File: config.mk
export PLATFORM = sky130hd
export DESIGN_NAME = sha256_stream_padder
export DESIGN_NICKNAME = d
export VERILOG_FILES = /design/src/rtl/sha256_stream_padder.sv
export SDC_FILE = /design/constraint.sdc
export NUM_CORES = 1
export LEC_CHECK = 0
export CAP_MARGIN = 10
export CORE_MARGIN = 1
export CORE_UTILIZATION = 35
export CTS_CLUSTER_DIAMETER = 30
export DETAILED_ROUTE_END_ITERATION = 8
export GPL_TIMING_DRIVEN = 0
export HOLD_SLACK_MARGIN = 0.1
export RECOVER_POWER = 100
export SYNTH_ARGS = -nofsm -noshare
export SYNTH_HDL_FRONTEND = slang
export SYNTH_SLANG_ARGS = --single-unit
File: constraint.sdc
create_clock -name clk -period 6.46 [get_ports clk]
set_input_delay 0.969 -clock clk [delete_from_list [all_inputs] [get_ports clk]]
set_output_delay 0.969 -clock clk [all_outputs]
set_load 0.01 [all_outputs]
File: src/rtl/sha256_stream_padder.sv
// Streaming SHA-256 message padder: packs byte-aligned message words into 512-bit
// blocks and appends the 0x80 marker, zero fill and 64-bit bit-length field.
module sha256_stream_padder #(
    parameter int WORD_BITS  = 32,
    parameter int BLOCK_BITS = 512,
    parameter int LEN_BITS   = 64
) (
    input  logic                          clk,
    input  logic                          rst_n,
    input  logic                          in_valid,
    output logic                          in_ready,
    input  logic [WORD_BITS-1:0]          in_data,
    input  logic                          in_last,
    input  logic [$clog2(WORD_BITS/8):0]  in_bytes,
    output logic                          blk_valid,
    input  logic                          blk_ready,
    output logic [BLOCK_BITS-1:0]         blk_data,
    output logic                          blk_first,
    output logic                          blk_last
);

    localparam int unsigned WB      = WORD_BITS / 8;
    localparam int unsigned NW      = BLOCK_BITS / WORD_BITS;
    localparam int unsigned NB      = BLOCK_BITS / 8;
    localparam int unsigned IW      = (NW > 1) ? $clog2(NW) : 1;
    localparam int unsigned BW      = $clog2(WB) + 1;
    localparam int unsigned LEN_POS = NB - LEN_BITS / 8;

    typedef enum logic [1:0] {
        FILL,
        OUT,
        LENBLK
    } state_t;

    state_t                state;
    state_t                state_next;
    logic [IW-1:0]         idx;
    logic [LEN_BITS-1:0]   len_cnt;
    logic [LEN_BITS-1:0]   len_sum;
    logic [BW-1:0]         bytes_now;
    logic [BLOCK_BITS-1:0] blk;
    logic [BLOCK_BITS-1:0] last_blk;
    logic [BLOCK_BITS-1:0] len_blk;
    logic                  pend_len;
    logic                  pend_pad;
    int unsigned           data_start;
    int unsigned           pad_pos;

    assign blk_data = blk;

    always_ff @(posedge clk) begin
        if (!rst_n) state <= FILL;
        else        state <= state_next;
    end

    always_comb begin
        state_next = state;
        in_ready   = 1'b0;
        blk_valid  = 1'b0;
        case (state)
            FILL: begin
                in_ready = rst_n;
                if (in_valid && (in_last || idx == IW'(NW - 1))) state_next = OUT;
            end
            OUT: begin
                blk_valid = 1'b1;
                if (blk_ready) state_next = pend_len ? LENBLK : FILL;
            end
            LENBLK: begin
                blk_valid = 1'b1;
                if (blk_ready) state_next = FILL;
            end
            default: state_next = FILL;
        endcase
    end

    // Final block image: earlier words kept, valid bytes of the last word, 0x80, zeros, length.
    always_comb begin
        bytes_now  = in_last ? in_bytes : BW'(WB);
        len_sum    = len_cnt + (LEN_BITS'(bytes_now) << 3);
        data_start = 32'(idx) * WB;
        pad_pos    = data_start + 32'(in_bytes);
        last_blk   = blk;
        for (int unsigned b = 0; b < NB; b++) begin
            if (b >= data_start) begin
                if (b < pad_pos)
                    last_blk[BLOCK_BITS-1-8*b -: 8] = in_data[WORD_BITS-1-8*((b - data_start) % WB) -: 8];
                else if (b == pad_pos)
                    last_blk[BLOCK_BITS-1-8*b -: 8] = 8'h80;
                else
                    last_blk[BLOCK_BITS-1-8*b -: 8] = 8'h00;
            end
        end
        if (pad_pos < LEN_POS) last_blk[LEN_BITS-1:0] = len_sum;

        len_blk                           = '0;
        len_blk[BLOCK_BITS-1 -: 8]        = pend_pad ? 8'h80 : 8'h00;
        len_blk[LEN_BITS-1:0]             = len_cnt;
    end

    always_ff @(posedge clk) begin
        if (!rst_n) begin
            idx       <= '0;
            len_cnt   <= '0;
            blk       <= '0;
            blk_first <= 1'b1;
            blk_last  <= 1'b0;
            pend_len  <= 1'b0;
            pend_pad  <= 1'b0;
        end else begin
            case (state)
                FILL: begin
                    if (in_valid) begin
                        len_cnt <= len_sum;
                        if (in_last) begin
                            blk      <= last_blk;
                            blk_last <= (pad_pos < LEN_POS);
                            pend_len <= (pad_pos >= LEN_POS);
                            pend_pad <= (pad_pos >= NB);
                        end else begin
                            blk[BLOCK_BITS-1-WORD_BITS*int'(idx) -: WORD_BITS] <= in_data;
                            blk_last <= 1'b0;
                            idx      <= idx + 1'b1;
                        end
                    end
                end
                OUT: begin
                    if (blk_ready) begin
                        blk_first <= 1'b0;
                        idx       <= '0;
                        if (pend_len) begin
                            // Spill-over: the length block reuses the output register.
                            blk      <= len_blk;
                            blk_last <= 1'b1;
                            pend_len <= 1'b0;
                        end else if (blk_last) begin
                            len_cnt   <= '0;
                            blk_first <= 1'b1;
                        end
                    end
                end
                LENBLK: begin
                    if (blk_ready) begin
                        idx       <= '0;
                        len_cnt   <= '0;
                        blk_first <= 1'b1;
                        pend_pad  <= 1'b0;
                    end
                end
                default: ;
            endcase
        end
    end

    a_in_bytes_legal: assert property (@(posedge clk) disable iff (!rst_n)
        (in_valid && in_ready && in_last) |-> (in_bytes <= BW'(WB)));

endmodule

==> summary.txt <==
Outcome
  • Outcome: finished with violations
  • Failing checks: capacitance limit, slew limit, setup timing

Critical path
  • Flop2flop setup slack: 0.71 ns
  • Reg-to-reg critical path endpoint: blk_data[180]
  • Worst path arrival time: 5.55 ns
  • Register-to-Register Path Depth: 10
  • Worst setup path end: in_ready
  • Crit path launch: rst_n
  • Worst EP required: 5.49 ns
  • Reg-to-reg startpoint: state[0]
  • Element type at the critical path end: output pin
  • CP Class: in2out
  • Worst-path fanout max: 10
  • Worst setup SP type: primary input

Global routing
  • GR Util All Layers: 44.9%
  • Vias in the first global route: 30.2k
  • GR Overflow Total: 0
  • First-pass GRT wire length: 245,000 um
  • Initial antenna violation count: 15
  • Largest net degree at the start of global routing: 20

STA
  • Final Setup Violations: 1
  • Clk_skew: 0.0433 ns
  • Slew Viols, Final: 87
  • Hold Fails Final Rpt: 0
  • Fin crit period: 6.52 ns
  • Slew @ Worst Pin: 3.19 ns
  • Slew headroom: -118%
  • RSZ-0062 raised after global routing: false
  • Final worst slack: -0.0610 ns
  • Final period util: 101%
  • Max Clk Rate: 0.153 GHz

Routing
  • Routed wire length: 182,000 um
  • Initial DRC Count: 4,839
  • Initial DRT Pass Iterations: 6
  • Vias per cell: 6.45
  • # DRC: 0
  • Post-route ant nets: 0
  • Avg WL per Cell: 35.5 um
  • DR vias: 33.0k

Finish
  • Fin nets: 4,025
  • Leading cell type in the layout, fill and taps excluded: dfxtp_1
  • Final core utilization: 50.7%
  • Synth-to-layout area growth: 43.2%
  • Most frequent cells in the layout: 583 x dfxtp_1, 518 x dlygate4sd3_1, 355 x nor2_1
  • Share of layout cells above drive strength 1: 7.51%

Clocking
  • H-tree lvl count: 4
  • CTS Root Cell: clkbuf_16
  • CTS tree: yes
  • Post-CTS Repair Setup Buffers: 0
  • Clock Sinks: 583
  • CTS Buffer Depth: 3
  • Clk Latency, worst-skew pair: 0.74 ns
  • CTS buffer count: 139
  • Worst-path clk slew: 0.05 ns

Power
  • Total power: 12,900 uW
  • Power Density: 334 nW/um2
  • VDD IR max: 0.000246 V
  • P_leak: 0.0150 uW

Synth
  • Yosys warnings: 0
  • Mapped Area: 26,900 um2
  • Syn Inst Count: 3,279
  • Post-synth ARST share: 0%
  • Seq/Total Area, Yosys: 43.3%
  • Syn Area/Cell: 8.21 um2
  • Most used flip-flop cell after synthesis: dfxtp_1
  • Synth area leaders: dfxtp_1 43%, nor2_1 4.9%, a22oi_1 4.4%
  • Post-synth top area cell: dfxtp_1
  • Synth top area share: 43.3%
  • Netlist cell types: 83
  • Register bit total from synthesis: 583
  • Number of flops mapped to enable cells by yosys: 0
  • Syn nets: 3,335

Floorplan
  • Die width: 279 um
  • Core region area: 76,100 um2
  • Die area: 78,100 um2
  • Row count: 101
  • Die height: 279 um
  • IO Pins: 556
  • Initial Utilization: 35.4%

Worst hold path
  • Worst hold-check path type: reg2reg

Run
  • Maxcap violations: 12

Place
  • Routability cong.: 1.06
  • I/O Buffers: 536
  • HPWL after DPL: 136,000 um
[synthesized netlist by cell type (49+ instances only)]
cell type  number
a32oi_1        49
nor3_1         68
a22oi_1       158
clkbuf_1      264
a31oi_1        52
dfxtp_1       583
nand3_1       164
o31ai_1        54
o21ai_0       235
nor2_1        355
nand2_1       244
a21oi_1       228
a22o_1        100
[worst max-delay path, cell delays in order]
cell and delay, ns:
clkbuf_1 0.48, inv_1 0.45, clkbuf_1 1.01, clkbuf_1 0.92
clkbuf_1 0.91, nor2_1 0.11, dlygate4sd3_1 0.66
[final cells by class]
cell class	count	area [um2]
Antenna cell	9	22.5
Tap cell	1030	1290
Fill cell	7408	37500
Inverter	42	158
Clock buffer	184	3960
Timing Repair Buffer	551	5490
Clock inverter	61	878
Multi-Input combinational cell	2330	13900
Buffer	322	1240
Sequential cell	583	11700
[state kept, by name (all words and copies together), names as in the netlist]
name	count
blk_data	512
len_cnt	61
idx	4
state	2
blk_first	1
blk_last	1
pend_len	1
pend_pad	1
[worst min path at each step]
stage / from / cells after the start / to / slack (ns)
floorplan: pend_pad / 2 / pend_pad / 0.45
global placement: blk_data[490] / 2 / blk_data[490] / 0.44
detailed placement: blk_data[490] / 2 / blk_data[490] / 0.44
CTS: blk_data[246] / 2 / blk_data[246] / 0.45
global route: blk_data[193] / 2 / blk_data[193] / 0.46
finish: blk_data[490] / 2 / blk_data[490] / 0.44
[report_power, final]
part	switching, uW	internal, uW	leakage, uW
Combinational	1520	412	0.00792
Clock	2350	4820	0.00235
Sequential	69.0	3700	0.00471
[metal layers]
metal / track usage, % / wire (um) / share of wire [%]
met5: 0.813 / 97 / 0.053
met4: 28.5 / 13000 / 7.1
met3: 11.4 / 20300 / 11
met2: 67.2 / 77400 / 43
met1: 57.4 / 70800 / 39
[logic make-up (layout without fill, tap and decap cells)]
family	count (synthesis)	in the layout	share of synthesized area [%]
buffers and inverters	366	1160	5.19
xor gates and xnor gates	16	16	0.520
AOI/OAI and AO/OA	1168	1168	29.7
other	0	9	0
and+or+nand+nor	1120	1120	20.1
adders and majority gates	16	16	0.771
muxes	10	10	0.376
DFF	583	583	43.3
[repair_timing]
action / 4_1_cts / 5_1_grt
resized for setup: 3 / 2
hold buffers: 0 / 0
setup endpoints to repair: 99 / 11
hold endpoints to repair: 0 / 0
[stage by stage]
stage                     std cells  setup slack [ns]  TNS (ns)  instance area [um2]  hold WS, ns
after floorplan                3279              1.63         0                26900        0.450
after global placement         4845             -1.81   -143.88                33600        0.435
after detailed placement       4858             -1.73   -129.73                33800        0.442
after CTS                      5101             0.127         0                38600        0.449
after global routing           5105            0.0141         0                38600        0.464
final                          5112           -0.0610   -0.0610                38600        0.442
No activity file was read; power rests on OpenSTA's default activity.
